## src/rtl/mem_port_arbiter_pkg.sv

```systemverilog
// Shared definitions for the memory port arbiter.
// - state_e : FSM states (idle, access in flight, completion pulse)
// - PrioData / PrioRr : arbitration mode selectors for PRIO_MODE
// - ChI / ChD : channel identifiers (instruction fetch, load/store)
// - arb_winner : picks the winner when both channels request at once
package mem_port_arbiter_pkg;

  typedef enum logic [1:0] {
    StIdle = 2'd0,
    StBusy = 2'd1,
    StDone = 2'd2
  } state_e;

  localparam int unsigned PrioData = 0;
  localparam int unsigned PrioRr   = 1;

  localparam logic ChI = 1'b0;
  localparam logic ChD = 1'b1;

  // Contention winner; round-robin hands the grant to the channel not served last.
  function automatic logic arb_winner(input int unsigned mode, input logic last_grant);
    case (mode)
      PrioData: return ChD;
      PrioRr:   return (last_grant == ChI) ? ChD : ChI;
      default:  return ChD;
    endcase
  endfunction

endpackage

```

## src/rtl/sat_counter.sv

```systemverilog
// Saturating up-counter with synchronous active-high clear.
// Ports:
//   clk - clock
//   clr - synchronous clear (wins over inc)
//   inc - count enable; ignored once the counter reaches all-ones
//   cnt - current count
module sat_counter #(
  parameter int unsigned CNT_WIDTH = 16
) (
  input  logic                 clk,
  input  logic                 clr,
  input  logic                 inc,
  output logic [CNT_WIDTH-1:0] cnt
);

  logic [CNT_WIDTH-1:0] cnt_q;

  always_ff @(posedge clk) begin
    if (clr) begin
      cnt_q <= '0;
    end else if (inc && (cnt_q != {CNT_WIDTH{1'b1}})) begin
      cnt_q <= cnt_q + 1'b1;
    end
  end

  assign cnt = cnt_q;

endmodule

```

## src/rtl/mem_port_arbiter.sv

```systemverilog
// Shares one multi-cycle single-ported memory between the instruction-fetch channel (1)
// and the load/store channel (2). One access is in flight at a time; the served channel
// sees a one-cycle ready pulse with its data. Per-channel stall cycles are counted.
// Ports:
//   Clk, Reset_N                  - clock; synchronous active-high reset
//   readM1, address1, data1, ready1 - fetch channel request / completion
//   readM2, writeM2, address2, wdata2, rdata2, ready2 - load/store channel
//   mem_read, mem_write, mem_addr, mem_wdata, mem_rdata, mem_ack - memory side
//   num_stall1, num_stall2        - saturating stall-cycle counters
module mem_port_arbiter
  import mem_port_arbiter_pkg::*;
#(
  parameter int unsigned WORD_SIZE  = 16,
  parameter int unsigned ADDR_WIDTH = 16,
  parameter int unsigned PRIO_MODE  = 0,
  parameter int unsigned CNT_WIDTH  = 16
) (
  input  logic                  Clk,
  input  logic                  Reset_N,
  input  logic                  readM1,
  input  logic [ADDR_WIDTH-1:0] address1,
  output logic [WORD_SIZE-1:0]  data1,
  output logic                  ready1,
  input  logic                  readM2,
  input  logic                  writeM2,
  input  logic [ADDR_WIDTH-1:0] address2,
  input  logic [WORD_SIZE-1:0]  wdata2,
  output logic [WORD_SIZE-1:0]  rdata2,
  output logic                  ready2,
  output logic                  mem_read,
  output logic                  mem_write,
  output logic [ADDR_WIDTH-1:0] mem_addr,
  output logic [WORD_SIZE-1:0]  mem_wdata,
  input  logic [WORD_SIZE-1:0]  mem_rdata,
  input  logic                  mem_ack,
  output logic [CNT_WIDTH-1:0]  num_stall1,
  output logic [CNT_WIDTH-1:0]  num_stall2
);

  state_e                state_q, state_d;
  logic                  grant_q, grant_d;
  logic                  last_grant_q, last_grant_d;
  logic                  mem_read_q, mem_read_d;
  logic                  mem_write_q, mem_write_d;
  logic [ADDR_WIDTH-1:0] mem_addr_q, mem_addr_d;
  logic [WORD_SIZE-1:0]  mem_wdata_q, mem_wdata_d;
  logic                  ready1_q, ready1_d;
  logic                  ready2_q, ready2_d;
  logic [WORD_SIZE-1:0]  data1_q, data1_d;
  logic [WORD_SIZE-1:0]  rdata2_q, rdata2_d;

  logic req1, req2, winner;

  assign req1 = readM1;
  assign req2 = readM2 | writeM2;

  always_comb begin
    if (req1 && req2) begin
      winner = arb_winner(PRIO_MODE, last_grant_q);
    end else if (req2) begin
      winner = ChD;
    end else begin
      winner = ChI;
    end
  end

  always_comb begin
    state_d      = state_q;
    grant_d      = grant_q;
    last_grant_d = last_grant_q;
    mem_read_d   = mem_read_q;
    mem_write_d  = mem_write_q;
    mem_addr_d   = mem_addr_q;
    mem_wdata_d  = mem_wdata_q;
    ready1_d     = 1'b0;
    ready2_d     = 1'b0;
    data1_d      = data1_q;
    rdata2_d     = rdata2_q;

    case (state_q)
      StIdle: begin
        if (req1 || req2) begin
          state_d      = StBusy;
          grant_d      = winner;
          last_grant_d = winner;
          if (winner == ChD) begin
            // A write wins over a simultaneous read request.
            mem_write_d = writeM2;
            mem_read_d  = ~writeM2;
            mem_addr_d  = address2;
            mem_wdata_d = wdata2;
          end else begin
            mem_write_d = 1'b0;
            mem_read_d  = 1'b1;
            mem_addr_d  = address1;
            mem_wdata_d = '0;
          end
        end
      end
      StBusy: begin
        if (mem_ack) begin
          state_d     = StDone;
          mem_read_d  = 1'b0;
          mem_write_d = 1'b0;
          if (grant_q == ChI) begin
            ready1_d = 1'b1;
            data1_d  = mem_rdata;
          end else begin
            ready2_d = 1'b1;
            if (mem_read_q) begin
              rdata2_d = mem_rdata;
            end
          end
        end
      end
      StDone: begin
        // Requests are ignored here so a held request starts a fresh access from idle.
        state_d = StIdle;
      end
      default: begin
        state_d = StIdle;
      end
    endcase
  end

  always_ff @(posedge Clk) begin
    if (Reset_N) begin
      state_q      <= StIdle;
      grant_q      <= ChI;
      last_grant_q <= ChI;
      mem_read_q   <= 1'b0;
      mem_write_q  <= 1'b0;
      mem_addr_q   <= '0;
      mem_wdata_q  <= '0;
      ready1_q     <= 1'b0;
      ready2_q     <= 1'b0;
      data1_q      <= '0;
      rdata2_q     <= '0;
    end else begin
      state_q      <= state_d;
      grant_q      <= grant_d;
      last_grant_q <= last_grant_d;
      mem_read_q   <= mem_read_d;
      mem_write_q  <= mem_write_d;
      mem_addr_q   <= mem_addr_d;
      mem_wdata_q  <= mem_wdata_d;
      ready1_q     <= ready1_d;
      ready2_q     <= ready2_d;
      data1_q      <= data1_d;
      rdata2_q     <= rdata2_d;
    end
  end

  assign mem_read  = mem_read_q;
  assign mem_write = mem_write_q;
  assign mem_addr  = mem_addr_q;
  assign mem_wdata = mem_wdata_q;
  assign ready1    = ready1_q;
  assign ready2    = ready2_q;
  assign data1     = data1_q;
  assign rdata2    = rdata2_q;

  // A cycle counts as stalled while the request is up and its ready has not arrived.
  sat_counter #(
    .CNT_WIDTH(CNT_WIDTH)
  ) u_stall1 (
    .clk(Clk),
    .clr(Reset_N),
    .inc(req1 & ~ready1_q),
    .cnt(num_stall1)
  );

  sat_counter #(
    .CNT_WIDTH(CNT_WIDTH)
  ) u_stall2 (
    .clk(Clk),
    .clr(Reset_N),
    .inc(req2 & ~ready2_q),
    .cnt(num_stall2)
  );

endmodule

```

## config.mk

```make
export PLATFORM = sky130hd
export DESIGN_NAME = mem_port_arbiter
export DESIGN_NICKNAME = d
export VERILOG_FILES = /design/src/rtl/mem_port_arbiter_pkg.sv /design/src/rtl/sat_counter.sv /design/src/rtl/mem_port_arbiter.sv
export SDC_FILE = /design/constraint.sdc
export NUM_CORES = 1
export LEC_CHECK = 0
export CORE_UTILIZATION = 45
export CTS_CLUSTER_SIZE = 14
export DETAILED_ROUTE_END_ITERATION = 6
export PLACE_DENSITY = 0.81
export SLEW_MARGIN = 5
export SYNTH_ARGS = -nofsm -noshare
export SYNTH_HDL_FRONTEND = slang
export SYNTH_HIERARCHICAL = 1
export SYNTH_SLANG_ARGS = --single-unit
```

## constraint.sdc

```tcl
create_clock -name Clk -period 2 [get_ports Clk]
set_input_delay 0.4 -clock Clk [delete_from_list [all_inputs] [get_ports Clk]]
set_output_delay 0.4 -clock Clk [all_outputs]
set_load 0.01 [all_outputs]
```

==> results of run 1 <==
synthesized netlist by cell type, drive strengths merged (7+ instances only):
master / count / area, um^2
nand4: 8 / 80.1
nor2: 20 / 87.6
o31ai: 12 / 90.1
or3: 8 / 50.1
buf: 21 / 144
clkbuf: 19 / 72.6
nor3: 9 / 56.3
nand2: 80 / 305
or4: 14 / 105
nand2b: 16 / 100
nor2b: 20 / 125
o21ai: 58 / 290
dfxtp: 103 / 2060
a311oi: 16 / 140
inv: 7 / 26.3
nand3: 28 / 140
a21oi: 70 / 350
cells by family (layout without fill, tap and decap cells):
group / count (synthesis) / after routing / synth area share, %
AND/OR/NAND/NOR: 230 / 230 / 27.8
AO/OA/AOI/OAI: 164 / 164 / 20.2
XOR/XNOR: 4 / 4 / 0.756
multiplexers: 4 / 4 / 0.919
adder cells (fa/ha/maj): 2 / 2 / 0.540
flip-flops: 103 / 103 / 44.5
buffers and inverters: 47 / 219 / 5.24
power by group:
| group | internal (mW) | switching (mW) |
|---|---|---|
| logic | 0.388 | 0.334 |
| clock network | 0.646 | 0.710 |
| registers | 2.14 | 0.0659 |
through the flow:
step / utilization (%) / instances
finish: 68.1 / 859
global route: 68.1 / 859
CTS: 68.1 / 859
detailed placement: 66.0 / 844
global placement: 66.0 / 844
floorplan: - / 554
path summary, 6_finish.rpt:
check	from	slack, ns	cells past startpoint	end
worst min register to register	data1[4]	0.47	2	data1[4]
worst max register to register	u_stall2/cnt[0]	0.18	6	u_stall2/cnt[11]
worst max-delay path	u_stall1/cnt[5]	0.15	1	num_stall1[5]
worst min-delay path	data1[4]	0.47	2	data1[4]
area by class of cell:
class                      instances  area (um^2)
clock inverter                     4         55.1
inverter                           7         26.3
multi-input combinational        404         2350
clock buffer                      11          151
sequential                       103         2060
fill                             793         3150
timing repair buffer             197         1910
tap                              133          166
flip-flops by register name (all words and copies together), names as in the netlist:
| name | flops |
|---|---|
| data1 | 16 |
| mem_addr | 16 |
| mem_wdata | 16 |
| rdata2 | 16 |
| u_stall1/cnt | 16 |
| u_stall2/cnt | 16 |
| state_q | 2 |
| grant_q | 1 |
| mem_read | 1 |
| mem_write | 1 |
| ready1 | 1 |
| ready2 | 1 |
per-layer routing:
metal / track usage, % / vias up / part of all wire, %
met2: 40.9 / 147 / 49
met3: 5.51 / 14 / 6.1
met4: 7.26 / 0 / 1.4
met5: 0 / - / 0
li1: - / 2327 / -
met1: 30.2 / 2323 / 43
==> flow_metrics.py, run 1 <==
metrics = {
    "layout": {
        "drive_gt1_share_pct": 8.26,
        "layout.nets": 794,
        "fin_area_um2": 6720,
        "final_common_cell": "clkdlybuf4s50_1",
        "area_delta_synth_final_pct": 45.1,
        "layout_common_cells": "clkdlybuf4s50_1, dfxtp_1, nand2_1",
        "diodes": 0,
    },
    "yosys": {
        "synth-edff-count": 0,
        "synth_seq_area_share_pct": 44.5,
        "postSynthAreaPerCell_um2": 8.36,
        "synth_async_sr_flop_share_pct": 0,
        "yosysWarnings": 6,
        "netlist_instances": 554,
        "syn-cell-area_um2": 4630,
        "synthFlopType": "dfxtp_1",
        "synth.distinct_cells": 46,
        "synth_seq_cells": 103,
        "syn_nets": 626,
    },
    "power_and_ir_drop": {
        "p_leak_nw": 2.34,
        "peakVddDrop_uv": 427,
        "power-per-cell-area_nw_per_um2": 638,
        "total_power_mw": 4.29,
    },
    "worst_setup_path": {
        "crit_path_start_kind": "flip-flop",
        "endpoint_kind": "output port",
        "crit_arrival_ns": 1.45,
        "cpPeakStageDelay_ns": 0.60,
        "crit_required_ns": 1.60,
        "path_class": "flip-flop to output port",
        "path_buf_inv": 1,
        "critPathSlowestCell": "clkdlybuf4s50_1",
        "cp_cell_sequence": "clkdlybuf4s50_1",
        "cp_top_family": "buffers and inverters",
        "crit_path_max_fanout": 7,
    },
    "sta": {
        "final_hold_viol_count": 0,
        "maxSlewHeadroom_pct": 57.7,
        "tightest_slew_ns": 0.635,
        "fin_skew_ns": 0.0124,
        "fmax_ghz": 0.540,
        "hold-worst-slack_ns": 0.466,
        "fin_setup_tns_ns": 0,
        "rsz0062_at_grt": "false",
        "maxSlewViolCount": 0,
        "post-route-period-util_pct": 92.5,
        "setup_ws_ns": 0.149,
        "setup_viol": 0,
        "finalCriticalPeriod_ns": 1.85,
    },
    "clock_tree": {
        "hold_buffers": 0,
        "ctsResizeCount": 0,
        "clk_pin_slew_ns": 0.10,
        "cts_buffers": 9,
        "insertion_delay_ns": 0.36,
        "root_buffer": "clkbuf_8",
        "clock_path_buffers": 2,
        "htree_levels": 3,
        "postCtsSetupBuffers": 0,
        "cts_tree": "built",
        "cts.sinks": 103,
    },
    "outcome": {
        "status": "complete, no violations",
    },
    "routing": {
        "via_per_inst": 5.60,
        "drtIter0Drc": 194,
        "wirelength_um": 13100,
        "num_vias": 4811,
        "ant_nets": 0,
        "route.detailed.drc": 0,
        "firstDrtPassIters": 4,
        "wl_per_cell_um": 15.3,
    },
    "placed_design": {
        "dp_slack_ns": -0.270,
        "placedInstanceArea_um2": 6510,
        "gp_congestion": 0.890,
        "hpwl_um": 9520,
        "io_buffer_count": 169,
    },
    "global_route": {
        "grt_max_degree": 57,
        "grtUsageTotal_pct": 24.0,
        "grt_pass1_vias": 4259,
        "antenna_found_initial": 0,
        "grt-ovfl-total": 0,
        "grt_pass1_wl_um": 20300,
    },
    "floorplanning": {
        "die_x_um": 103,
        "coreArea_um2": 9860,
        "fp.dieH_um": 103,
        "initial_core_util_pct": 46.9,
        "pin_count": 170,
        "dieArea_um2": 10700,
        "rows": 36,
    },
    "run": {
        "max_cap_violations": 0,
    },
    "worst_hold_path": {
        "hp-class": "flip-flop to flip-flop",
    },
}
Note: power is estimated with default switching activity, not from simulation.
==> inputs of run 2 (changes only) <==
- ABC_CLOCK_PERIOD_IN_PS: not set -> 2000
- CELL_PAD_IN_SITES_DETAIL_PLACEMENT: not set -> 0
- CELL_PAD_IN_SITES_GLOBAL_PLACEMENT: not set -> 1
- CORE_UTILIZATION: 45 -> 32
- PLACE_DENSITY: 0.81 -> not set
- PLACE_DENSITY_LB_ADDON: not set -> 0.1
==> run 2 against run 1 <==
Clock-buffer cell count shrank 2; sequential share of layout area shrank 0.96 points; die area grew 40%; register-to-register slack gained 0.03 ns; non-clock buffer count grew 7; clock skew shrank 0.0034 ns; setup slack lost 0.0099 ns; clock power grew 35%; critical path type is now primary input to flip-flop.
==> flow_metrics.py, run 2 (same netlist as run 1, synthesis figures left out) <==
metrics = {
    "worst_hold_path": {
        "hp-class": "flip-flop to flip-flop",
    },
    "worst_setup_path": {
        "crit_path_start_kind": "primary input",
        "cpPeakStageDelay_ns": 0.54,
        "critPathSlowestCell": "clkdlybuf4s50_1",
        "cp_top_family": "buffers and inverters",
        "crit_path_max_fanout": 8,
        "cp_cell_sequence": "clkdlybuf4s50_1, inv_1, nor2_2, nand2_1, buf_4, or4_1, a21oi_1",
        "path_buf_inv": 3,
        "crit_required_ns": 2.28,
        "crit_arrival_ns": 2.14,
        "endpoint_kind": "flip-flop",
        "path_class": "primary input to flip-flop",
    },
    "clock_tree": {
        "cts_tree": "built",
        "clock_path_buffers": 2,
        "insertion_delay_ns": 0.35,
        "hold_buffers": 0,
        "htree_levels": 3,
        "cts.sinks": 103,
        "postCtsSetupBuffers": 0,
        "root_buffer": "clkbuf_16",
        "cts_buffers": 9,
        "clk_pin_slew_ns": 0.08,
    },
    "routing": {
        "drtIter0Drc": 214,
        "ant_nets": 0,
        "num_vias": 4646,
        "via_per_inst": 5.08,
        "top_layer": "met4",
        "route.detailed.drc": 0,
        "wirelength_um": 13500,
        "route.met2.wl_um": 6150,
        "firstDrtPassIters": 4,
        "wl_met3_um": 1060,
        "wl_met1_um": 6020,
        "wl_per_cell_um": 14.8,
    },
    "sta": {
        "finalCriticalPeriod_ns": 1.86,
        "maxSlewViolCount": 0,
        "fmax_ghz": 0.537,
        "setup_ws_ns": 0.139,
        "final_hold_viol_count": 0,
        "maxSlewHeadroom_pct": 56.9,
        "post-route-period-util_pct": 93.0,
        "setup_viol": 0,
        "fin_skew_ns": 0.00904,
        "rsz0062_at_grt": "false",
        "tightest_slew_ns": 0.646,
    },
    "power_and_ir_drop": {
        "p_leak_nw": 2.42,
        "power-per-cell-area_nw_per_um2": 687,
        "peakVddDrop_uv": 400,
    },
    "floorplanning": {
        "pin_count": 170,
        "initial_core_util_pct": 33.1,
        "coreArea_um2": 14000,
        "die_x_um": 122,
        "fp.dieH_um": 122,
        "rows": 43,
        "dieArea_um2": 15000,
    },
    "placed_design": {
        "io_buffer_count": 169,
        "gp_congestion": 0.798,
        "dpl.cell_count": 898,
        "dp_slack_ns": -0.248,
        "hpwl_um": 9550,
    },
    "layout": {
        "layout.nets": 801,
        "diodes": 0,
        "utilization_pct": 49.6,
        "stdcell_count": 914,
        "drive_gt1_share_pct": 9.13,
        "area_delta_synth_final_pct": 49.8,
        "layout_common_cells": "clkdlybuf4s50_1, dfxtp_1, nand2_1",
        "final_common_cell": "clkdlybuf4s50_1",
    },
    "global_route": {
        "antenna_found_initial": 0,
        "grtUsageTotal_pct": 18.0,
        "grt_pass1_wl_um": 21100,
        "grt_pass1_vias": 4311,
        "grt-ovfl-total": 0,
        "grt_max_degree": 52,
    },
    "run": {
        "max_cap_violations": 0,
    },
    "outcome": {
        "status": "complete, no violations",
    },
}
run 2: cell count changes in the layout (fill, tap and decap cells not counted):
cell,before,now
nor2_1,17,16
buf_12,1,2
nor2_2,2,3
nand2_1,76,78
clkbuf_16,0,9
buf_4,28,34
clkinv_4,2,0
clkinv_2,0,1
inv_6,0,4
nand2_2,4,2
clkbuf_8,11,0
run 2: cell type report:
| type | count | area [um^2] |
|---|---|---|
| flip-flops and latches | 103 | 2060 |
| clock buffers | 9 | 225 |
| multi-input cells | 404 | 2340 |
| fillers | 1405 | 7050 |
| clock inverters | 7 | 77.6 |
| well taps | 180 | 225 |
| repair buffers | 204 | 1980 |
| inverters | 7 | 26.3 |
run 2: metal layers:
metal	GRT usage, %	up-vias
met4	7.55	0
li1	-	2348
met2	28.1	125
met5	0	-
met1	22.4	2154
met3	6.04	19
run 2: path summary, 6_finish.rpt:
kind | startpoint | end | slack [ns] | depth (start not counted)
min reg2reg | data1[10] | data1[10] | 0.46 | 2
min | data1[10] | data1[10] | 0.46 | 2
max reg2reg | u_stall1/cnt[8] | u_stall1/cnt[15] | 0.21 | 4
max | readM1 | u_stall1/cnt[13] | 0.14 | 7
run 2: worst reg2reg max path, cell delays in order (launching register included):
cell and delay, ns:
dfxtp_1 0.46, nand2_2 0.14, or4_1 0.53, or4_1 0.42, a21oi_1 0.16
run 2: per-stage QoR:
stage	power, mW	instance area (um^2)	hold WS (ns)	TNS, ns
after global routing	5.00	6940	0.488	0
after CTS	4.84	6930	0.463	0
final	4.77	6940	0.460	0
after global placement	2.98	6630	0.442	-4.35
after detailed placement	2.99	6630	0.451	-6.17
after floorplan	2.56	4630	0.481	0
run 2: what timing repair did:
action / 4_1_cts / 5_1_grt
endpoints found under the setup margin: 0 / 4
resized for setup: 0 / 1
hold endpoints to repair: 0 / 0
run 2: power breakdown:
part	leakage (nW)	switching, mW	total, mW	internal, mW
Clock	0.147	0.839	1.83	0.988
Sequential	0.840	0.0624	2.21	2.14
Combinational	1.43	0.333	0.734	0.401
Total	2.42	1.23	4.77	3.53
